==> config.mk <==
export PLATFORM = sky130hd
export DESIGN_NAME = pipeline_mem2wb_skid
export DESIGN_NICKNAME = d
export VERILOG_FILES = /design/src/rtl/pipeline_mem2wb_skid.sv
export SDC_FILE = /design/constraint.sdc
export NUM_CORES = 1
export LEC_CHECK = 0
export ABC_AREA = 1
export ABC_CLOCK_PERIOD_IN_PS = 3400
export CORE_ASPECT_RATIO = 0.8
export CORE_MARGIN = 2
export CORE_UTILIZATION = 55
export CTS_BUF_LIST = sky130_fd_sc_hd__clkbuf_16
export DETAILED_ROUTE_END_ITERATION = 8
export GPL_ROUTABILITY_DRIVEN = 0
export PLACE_DENSITY_LB_ADDON = 0.1
export SLEW_MARGIN = 20
export SYNTH_ARGS = -nofsm -noshare
export SYNTH_HDL_FRONTEND = slang
export SYNTH_SLANG_ARGS = --single-unit
==> constraint.sdc <==
create_clock -name clk -period 3.4 [get_ports clk]
set_input_delay 0.68 -clock clk [delete_from_list [all_inputs] [get_ports clk]]
set_output_delay 0.68 -clock clk [all_outputs]
set_load 0.01 [all_outputs]
==> src/rtl/pipeline_mem2wb_skid.sv <==
// -----------------------------------------------------------------------------
// pipeline_mem2wb_skid
//
// MEM-to-WB pipeline register with LANES parallel writeback lanes and a
// valid/ready handshake. A two-entry skid buffer (main register M driving the
// outputs, skid register S catching the bundle accepted while WB stalls)
// lets in_ready come straight from state, so MEM never sees a combinational
// path from WB back-pressure. All lanes are stored and moved as one bundle.
//
// Ports:
//   clk, rst                 clock, synchronous active-high reset
//   flush                    squash held and incoming bundles
//   in_valid / in_ready      MEM-side handshake (in_ready is registered)
//   wb_reg_in                per-lane write enable
//   wb_data_in               per-lane data, lane i at [i*DATA_WIDTH +: DATA_WIDTH]
//   virtual_write_addr_in    per-lane architectural destination
//   physical_write_addr_in   per-lane physical destination
//   active_list_index_in     per-lane active-list index
//   out_valid / out_ready    WB-side handshake
//   wb_reg_out               per-lane write enable, gated by out_valid
//   *_out payload            contents of M, valid or not
//   stall_cycles             saturating count of out_valid & !out_ready cycles
// -----------------------------------------------------------------------------
module pipeline_mem2wb_skid #(
    parameter int LANES           = 2,
    parameter int DATA_WIDTH      = 32,
    parameter int VREG_WIDTH      = 5,
    parameter int PREG_WIDTH      = 6,
    parameter int FREE_LIST_WIDTH = 3,
    parameter int STALL_CNT_WIDTH = 16
) (
    input  logic                             clk,
    input  logic                             rst,
    input  logic                             flush,
    input  logic                             in_valid,
    output logic                             in_ready,
    input  logic [LANES-1:0]                 wb_reg_in,
    input  logic [LANES*DATA_WIDTH-1:0]      wb_data_in,
    input  logic [LANES*VREG_WIDTH-1:0]      virtual_write_addr_in,
    input  logic [LANES*PREG_WIDTH-1:0]      physical_write_addr_in,
    input  logic [LANES*FREE_LIST_WIDTH-1:0] active_list_index_in,
    output logic                             out_valid,
    input  logic                             out_ready,
    output logic [LANES-1:0]                 wb_reg_out,
    output logic [LANES*DATA_WIDTH-1:0]      wb_data_out,
    output logic [LANES*VREG_WIDTH-1:0]      virtual_write_addr_out,
    output logic [LANES*PREG_WIDTH-1:0]      physical_write_addr_out,
    output logic [LANES*FREE_LIST_WIDTH-1:0] active_list_index_out,
    output logic [STALL_CNT_WIDTH-1:0]       stall_cycles
);

    // Packed bundle layout, LSB first: active-list index, physical addr,
    // virtual addr, data, write enables.
    localparam int ALI_W  = LANES*FREE_LIST_WIDTH;
    localparam int PREG_W = LANES*PREG_WIDTH;
    localparam int VREG_W = LANES*VREG_WIDTH;
    localparam int DAT_W  = LANES*DATA_WIDTH;
    localparam int WB_W   = LANES;
    localparam int ALI_LO  = 0;
    localparam int PREG_LO = ALI_LO + ALI_W;
    localparam int VREG_LO = PREG_LO + PREG_W;
    localparam int DAT_LO  = VREG_LO + VREG_W;
    localparam int WB_LO   = DAT_LO + DAT_W;
    localparam int PW      = WB_LO + WB_W;

    typedef enum logic [1:0] {
        EMPTY = 2'b00,
        ONE   = 2'b01,
        FULL  = 2'b10
    } state_e;

    state_e                     state_q, state_d;
    logic [PW-1:0]              m_q, m_d;
    logic [PW-1:0]              s_q, s_d;
    logic [STALL_CNT_WIDTH-1:0] stall_q, stall_d;
    logic [PW-1:0]              in_bundle;
    logic                       acc;
    logic                       pop;

    assign in_bundle = {wb_reg_in, wb_data_in, virtual_write_addr_in,
                        physical_write_addr_in, active_list_index_in};

    // M is valid in ONE and FULL; S is valid only in FULL.
    assign out_valid = (state_q == ONE) || (state_q == FULL);
    assign in_ready  = (state_q != FULL);
    assign acc       = in_valid & in_ready;
    assign pop       = out_valid & out_ready;

    always_comb begin
        state_d = state_q;
        m_d     = m_q;
        s_d     = s_q;
        case (state_q)
            EMPTY: begin
                if (acc) begin
                    m_d     = in_bundle;
                    state_d = ONE;
                end
            end
            ONE: begin
                if (acc && pop) begin
                    m_d = in_bundle;
                end else if (acc) begin
                    s_d     = in_bundle;
                    state_d = FULL;
                end else if (pop) begin
                    state_d = EMPTY;
                end
            end
            FULL: begin
                if (pop) begin
                    m_d     = s_q;
                    s_d     = '0;
                    state_d = ONE;
                end
            end
            default: begin
                state_d = EMPTY;
                m_d     = '0;
                s_d     = '0;
            end
        endcase
        // Flush overrides any transition, including a bundle accepted now.
        if (flush) begin
            state_d = EMPTY;
            m_d     = '0;
            s_d     = '0;
        end
    end

    // Saturating back-pressure counter; flush deliberately leaves it alone.
    always_comb begin
        stall_d = stall_q;
        if (out_valid && !out_ready && (stall_q != {STALL_CNT_WIDTH{1'b1}})) begin
            stall_d = stall_q + 1'b1;
        end
    end

    always_ff @(posedge clk) begin
        if (rst) begin
            state_q <= EMPTY;
            m_q     <= '0;
            s_q     <= '0;
            stall_q <= '0;
        end else begin
            state_q <= state_d;
            m_q     <= m_d;
            s_q     <= s_d;
            stall_q <= stall_d;
        end
    end

    assign wb_reg_out              = m_q[WB_LO +: WB_W] & {LANES{out_valid}};
    assign wb_data_out             = m_q[DAT_LO +: DAT_W];
    assign virtual_write_addr_out  = m_q[VREG_LO +: VREG_W];
    assign physical_write_addr_out = m_q[PREG_LO +: PREG_W];
    assign active_list_index_out   = m_q[ALI_LO +: ALI_W];
    assign stall_cycles            = stall_q;

endmodule

==> results.json, run 1 <==
{
  "run_status": "complete, no violations",
  "vias": 9752,
  "antenna_found_initial": 0,
  "synth.distinct_cells": 24,
  "period_share_pct": 85.6,
  "area_growth_syn_to_layout_pct": 19.6,
  "hold_path_class": "reg2reg",
  "root_buffer": "clkbuf_16",
  "hold_violations": 0,
  "grt_pass1_wl_um": 41900,
  "clock_latency_ns": 0.50,
  "finalSetupViolCount": 0,
  "worstPathArrival_ns": 2.23,
  "synth_seq_cells": 206,
  "drt_iter0_drc": 786,
  "drive_gt1_share_pct": 3.40,
  "critical_path_class": "reg2out",
  "cellPowerDensity_mw_per_mm2": 463,
  "n_antenna_cell": 0,
  "fin_ws_ns": 0.489,
  "rsz0062_at_grt": "false",
  "cts_tree": "yes",
  "rr_endpoint": "m_q[67]",
  "holdPathEnd": "m_q[60]",
  "clk_pin_slew_ns": 0.06,
  "synth_nets": 1685,
  "track_usage_pct": 25.2,
  "clockBufferDepth": 3,
  "fmax_mhz": 344,
  "ys_warn_count": 0,
  "grt_overflow_total": 0,
  "start_kind": "register",
  "cts_resized": 0,
  "maxCapViolCount": 0,
  "fillers": 1668,
  "drc": 0,
  "final_max_slew_viol_count": 0,
  "die_h_um": 127,
  "layout.nets": 1735,
  "rrSetupSlack_ns": 0.98,
  "grt_max_degree": 141,
  "port_buffers": 210,
  "critPathMaxFanout": 5,
  "syn_area_mm2": 0.0103,
  "dp_slack_ns": 0.723,
  "required_ns": 2.72,
  "grt_pass1_vias": 8809,
  "ys_seq_area_share_pct": 39.9,
  "cts_buffers": 21,
  "start_util_pct": 56.6,
  "cts_setup_buffers": 0,
  "tns_ns": 0,
  "hold_depth": 2,
  "min_period_ns": 2.91,
  "p_leak_uw": 0.00504,
  "placed_cell_area_mm2": 0.0117,
  "relSlewSlack_pct": 29.2,
  "die_x_um": 157,
  "viasPerCell": 5.14,
  "synth_cells": 1580,
  "hold_slack_ns": 0.497,
  "fin_skew_ns": 0.0124,
  "peakVddDrop_v": 0.000423,
  "post_drt_wl_per_cell_um": 13.5,
  "row_count": 44,
  "stdcell_area_mm2": 0.0124,
  "die_area_mm2": 0.0199,
  "drt_wl_total_um": 25600,
  "htree_levels": 1,
  "cts_sinks": 206,
  "ant_nets": 0,
  "postCtsHoldBufs": 0,
  "first_pass_iters": 5,
  "tightest_slew_ns": 1.06,
  "rr_worst_depth": 10,
  "core_mm2": 0.0183,
  "hold_start": "m_q[60]",
  "synth.avg_cell_area_um2": 6.55,
  "place_hpwl_um": 15500,
  "pin_count": 211,
  "final_util_pct": 67.7,
  "r2r_start": "state_q[0]",
  "cp-end-kind": "primary output"
}
power by group:
| part | switching, µW | leakage [µW] | internal, µW | total [µW] |
|---|---|---|---|---|
| Clock | 961 | 0.000337 | 1280 | 2240 |
| Sequential | 57.7 | 0.00168 | 2520 | 2570 |
| Combinational | 505 | 0.00303 | 411 | 916 |
critical path, stage by stage, from the launching register on:
cell and delay, ns:
dfxtp_1 0.43, inv_1 0.15, ha_2 0.44, nand2_1 0.07
inv_1 0.08, clkdlybuf4s50_1 0.55
per-stage QoR:
step / power [µW] / instances
2_1_floorplan: 3270 / 1580
3_3_place_gp: 3520 / 1860
3_5_place_dp: 3530 / 1860
4_1_cts: 5760 / 1898
5_1_grt: 5980 / 1898
6_report: 5730 / 1898
synthesized netlist by cell type, drive strengths merged:
master  instances  area, µm²
nor3            1       5.00
nand3          17       90.1
ha              6       75.1
buf           143       1050
nand4           3       18.8
a31oi           1       6.26
nor2          237        890
a21oi          10       61.3
inv            68        258
clkbuf         56        210
dfxtp         206       4120
o21ai         325       1640
nand2         507       1910
worst max path at each step:
| stage | start | to | slack [ns] | cells past startpoint |
|---|---|---|---|---|
| after detailed placement | out_ready | m_q[67] | 0.72 | 9 |
| after floorplan | state_q[0] | s_q[10] | 1.60 | 10 |
| after global placement | out_ready | m_q[49] | 0.81 | 9 |
| final | state_q[0] | wb_reg_out[0] | 0.49 | 5 |
| after global routing | state_q[0] | wb_reg_out[1] | 0.39 | 5 |
| after CTS | state_q[0] | wb_reg_out[1] | 0.46 | 5 |
metal layers:
layer	track usage [%]	part of all wire, %	vias to the layer above
li1	-	-	4998
met1	34.7	47	4396
met2	39.9	43	319
met3	5.57	7.7	39
met4	6.63	1.8	0
met5	0	0	-
state kept, by name, summed over array words and instances, names as in the netlist:
register      flops
stall_cycles     16
m_q              94
state_q           2
s_q              94
layout make-up:
class,instances,area (µm²),area share [%]
Clock buffer,21,526,4.25
Timing Repair Buffer,226,2280,18.5
Tap cell,253,317,2.56
Clock inverter,17,128,1.03
Sequential cell,206,4120,33.3
Multi-Input combinational cell,1107,4720,38.2
Inverter,68,267,2.15
cells by family after synthesis:
| group | synth area share, % |
|---|---|
| flops | 39.9 |
| compound gates | 16.5 |
| fa+ha+maj | 0.726 |
| simple gates | 28.2 |
| buf+inv | 14.7 |
cells in the final DEF, fill, tap and decap left out, drive strengths merged:
cell           Yosys  layout
a21oi             10      10
clkdlybuf4s50      0     210
buf              143      16
nor2             237     237
ha                 6       6
a31oi              1       1
inv               68      73
clkbuf            56      21
clkinv             0      10
nand2            507     507
nand4              3       3
dfxtp            206     206
bufinv             0       2
nand3             17      17
o21ai            325     325
nor3               1       1
No activity file was read; power rests on OpenSTA's default activity.
==> run 2, diff against run 1 <==
Settings changed: CORE_UTILIZATION 55 to 29.
==> run 2 against run 1 <==
Net effect: die area up 87%; clock skew shrank 0.0025 ns; first-iteration DRC count is 20% lower; register-to-register slack got worse by 0.21 ns; final area increased by 3.2%; non-clock buffer count decreased by 1; flip-flop and latch count did not move; critical path depth stayed put; clock power up 16%; highest routed layer unchanged.
==> results.json, run 2 (same netlist as run 1, synthesis figures left out) <==
{
  "port_buffers": 210,
  "final_cell_mix": "nand2_1, nor2_1, clkdlybuf4s50_1, dfxtp_1, o21ai_0",
  "antenna_found_initial": 0,
  "maxCapViolCount": 0,
  "cts_setup_buffers": 0,
  "r2r_start": "state_q[0]",
  "cellPowerDensity_mw_per_mm2": 478,
  "relSlewSlack_pct": 35.4,
  "final_max_slew_viol_count": 0,
  "track_usage_pct": 16.2,
  "min_period_ns": 2.93,
  "p_leak_uw": 0.00510,
  "clockBufferDepth": 3,
  "hold_path_class": "reg2reg",
  "rsz0062_at_grt": "false",
  "core_mm2": 0.0350,
  "fmax_mhz": 341,
  "vias": 9546,
  "cts_resized": 0,
  "row_count": 61,
  "period_share_pct": 86.3,
  "place_hpwl_um": 18700,
  "grt_max_degree": 111,
  "required_ns": 2.72,
  "hold_violations": 0,
  "fin_ws_ns": 0.467,
  "die_x_um": 215,
  "dp.cells": 2078,
  "drt_wl_total_um": 30600,
  "fin_skew_ns": 0.00985,
  "worstPathArrival_ns": 2.25,
  "cts_buffers": 25,
  "post_drt_wl_per_cell_um": 14.4,
  "die_h_um": 173,
  "finalSetupViolCount": 0,
  "pin_count": 211,
  "cts_tree": "yes",
  "die_area_mm2": 0.0372,
  "peakVddDrop_v": 0.000292,
  "mostFrequentLayoutCell": "nand2_1",
  "layout.nets": 1738,
  "placed_cell_area_mm2": 0.0120,
  "tns_ns": 0,
  "clk_pin_slew_ns": 0.07,
  "n_antenna_cell": 0,
  "critical_path_class": "reg2out",
  "postCtsHoldBufs": 0,
  "ant_nets": 0,
  "dp_slack_ns": 0.550,
  "hold_start": "m_q[8]",
  "htree_levels": 1,
  "stdcell_area_mm2": 0.0128,
  "drt_iter0_drc": 626,
  "hold_slack_ns": 0.494,
  "area_growth_syn_to_layout_pct": 23.5,
  "run_status": "complete, no violations",
  "cp-end-kind": "primary output",
  "viasPerCell": 4.50,
  "grt_pass1_vias": 9129,
  "drc": 0,
  "tightest_slew_ns": 0.967,
  "clock_latency_ns": 0.54,
  "critPathMaxFanout": 5,
  "start_util_pct": 29.6,
  "start_kind": "register",
  "cts_sinks": 206,
  "stdcell_count": 2123,
  "grt_pass1_wl_um": 49800,
  "first_pass_iters": 5,
  "worstSetupStartpoint": "state_q[0]",
  "grt_overflow_total": 0,
  "drive_gt1_share_pct": 3.82,
  "root_buffer": "clkbuf_16"
}
==> run 2: cell count changes in the layout (fill, tap and decap cells not counted) <==
cell	previous run	this run
clkbuf_16	21	25
clkinv_2	2	6
buf_4	11	9
buf_12	5	6
clkinv_4	1	0
clkinvlp_4	0	1
inv_1	69	68
nor2_2	1	0
nor2_4	0	1
==> run 2: power by group <==
part           total, µW  internal [µW]  leakage, µW  switching [µW]
Clock               2590           1480     0.000393            1110
Combinational        935            412      0.00303             524
Sequential          2570           2520      0.00168            55.9
Total               6100           4410      0.00510            1690
==> run 2: critical path: stages (launching register included) <==
cell	delay, ns
dfxtp_1	0.43
inv_1	0.14
ha_2	0.47
nand2_1	0.08
inv_1	0.07
clkdlybuf4s50_1	0.53
==> run 2: area by class of cell <==
type | count | area [µm²]
tap | 472 | 591
clock inverter | 20 | 143
inverter | 68 | 267
fill | 3834 | 22200
sequential | 206 | 4120
multi-input combinational | 1107 | 4730
clock buffer | 25 | 626
timing repair buffer | 225 | 2290
==> run 2: final timing paths <==
path,end,slack (ns),cells after the start
max,wb_reg_out[1],0.47,5
min,m_q[8],0.49,2
max reg2reg,m_q[29],0.77,10
min reg2reg,m_q[8],0.49,2
==> run 2: metal layers <==
metal	share of wire (%)	vias to the layer above	track usage (%)
met2	44	152	25.9
met3	5.3	23	3.91
met4	1.1	0	2.53
met1	50	4379	22.4
met5	0	-	0
li1	-	4992	-
==> run 2: metrics by stage <==
stage	utilization, %	power (µW)
global route	36.5	6440
detailed placement	34.3	3570
CTS	36.5	6210
floorplan	-	3270
finish	36.5	6100
global placement	34.3	3570
==> run 3, diff against run 2 <==
Settings changed: CORE_UTILIZATION 29 to 56, PLACE_DENSITY set to 0.83, PLACE_DENSITY_LB_ADDON 0.1 to unset.
==> run 3 against run 2 <==
Net effect: clock power is 5% lower; wire length is 16% lower; total power is 2.4% lower; maximum frequency is 0.47% higher; cell count is 12% lower; flip-flop and latch count stayed put; critical path type unchanged; largest power group is now sequential cells; highest routed layer unchanged.
==> results.json, run 3 (same netlist as run 1, synthesis figures left out) <==
{
  "run_status": "complete, no violations",
  "ant_nets": 0,
  "cts_resized": 0,
  "drt_wl_total_um": 25600,
  "fin_skew_ns": 0.00821,
  "rsz0062_at_grt": "false",
  "final_cell_mix": "nand2_1, nor2_1, clkdlybuf4s50_1, dfxtp_1, o21ai_0",
  "start_util_pct": 57.1,
  "clk_pin_slew_ns": 0.06,
  "track_usage_pct": 25.3,
  "n_antenna_cell": 0,
  "grt_pass1_vias": 8713,
  "cp-end-kind": "primary output",
  "die_x_um": 156,
  "drc": 0,
  "final_max_slew_viol_count": 0,
  "viasPerCell": 5.19,
  "start_kind": "register",
  "antenna_found_initial": 0,
  "first_pass_iters": 4,
  "placed_cell_area_mm2": 0.0117,
  "relSlewSlack_pct": 30.7,
  "core_mm2": 0.0181,
  "mostFrequentLayoutCell": "nand2_1",
  "peakVddDrop_v": 0.000297,
  "grt_overflow_total": 0,
  "finalSetupViolCount": 0,
  "place_hpwl_um": 15900,
  "htree_levels": 1,
  "grt_max_degree": 94,
  "stdcell_area_mm2": 0.0124,
  "post_drt_wl_per_cell_um": 13.6,
  "grt_pass1_wl_um": 41900,
  "postCtsHoldBufs": 0,
  "worstPathArrival_ns": 2.24,
  "fmax_mhz": 343,
  "cts_buffers": 21,
  "hold_path_class": "reg2reg",
  "cts_sinks": 206,
  "clock_latency_ns": 0.49,
  "area_growth_syn_to_layout_pct": 20.2,
  "required_ns": 2.72,
  "critical_path_class": "reg2out",
  "min_period_ns": 2.92,
  "layout.nets": 1737,
  "cts_tree": "yes",
  "hold_violations": 0,
  "row_count": 44,
  "period_share_pct": 85.9,
  "drive_gt1_share_pct": 3.83,
  "cts_setup_buffers": 0,
  "fillers": 1522,
  "p_leak_uw": 0.00507,
  "tns_ns": 0,
  "multiInputGateArea_mm2": 0.00472,
  "maxCapViolCount": 0,
  "port_buffers": 210,
  "drt_iter0_drc": 817,
  "vias": 9744,
  "clockBufferDepth": 3,
  "root_buffer": "clkbuf_16",
  "critPathMaxFanout": 5,
  "die_h_um": 126,
  "cellPowerDensity_mw_per_mm2": 479,
  "pin_count": 211,
  "tightest_slew_ns": 1.04,
  "regArea_mm2": 0.00412,
  "die_area_mm2": 0.0196
}
## run 3: changes by cell type in the layout (fill, tap and decap cells not counted)
cell | previous run | this run
nor2_4 | 1 | 0
inv_6 | 3 | 2
inv_2 | 1 | 2
clkbuf_16 | 25 | 21
buf_4 | 9 | 13
inv_1 | 68 | 65
nor2_2 | 0 | 1
clkinv_2 | 6 | 4
bufinv_16 | 2 | 5
clkinv_1 | 7 | 5
buf_12 | 6 | 5
## run 3: power breakdown
part | leakage, µW | internal, µW | switching [µW]
Combinational | 0.00304 | 414 | 503
Clock | 0.000360 | 1500 | 961
Sequential | 0.00168 | 2520 | 57.5
Total | 0.00507 | 4430 | 1520
## run 3: worst paths after layout
kind | startpoint | to | slack [ns] | cells past startpoint
setup / recovery | state_q[0] | wb_reg_out[0] | 0.48 | 5
hold / removal | m_q[18] | m_q[18] | 0.50 | 2
setup reg to reg | state_q[0] | m_q[37] | 0.89 | 10
hold reg to reg | m_q[18] | m_q[18] | 0.50 | 2
## run 3: final cells by class
class	instances	area share, %
clock inverters	16	1.60
repair buffers	228	18.5
clock buffers	21	4.23
flip-flops and latches	206	33.2
multi-input cells	1107	38.0
inverters	68	2.14
well taps	230	2.32
## run 3: per-layer routing
layer / vias to the layer above / GRT usage, % / wire (µm)
met3: 34 / 5.72 / 2080
met4: 0 / 5.18 / 472
met5: - / 0 / 0
met2: 331 / 40.8 / 11300
li1: 4996 / - / -
met1: 4383 / 35.1 / 11700
## run 3: worst max-delay path: stages, from the launching register on
cell and delay [ns]:
dfxtp_1 0.42, inv_1 0.15, ha_2 0.49, nand2_1 0.11, inv_1 0.06, clkdlybuf4s50_1 0.52
## run 3: through the flow
stage	power (µW)	worst slack (ns)	instances	utilization, %	hold WS, ns
after floorplan	3270	1.60	1580	-	0.462
final	5950	0.480	1876	68.6	0.496
after CTS	5980	0.469	1876	68.6	0.502
after global routing	6220	0.367	1876	68.6	0.510
after global placement	3520	0.778	1839	64.6	0.477
after detailed placement	3530	0.701	1839	64.6	0.484
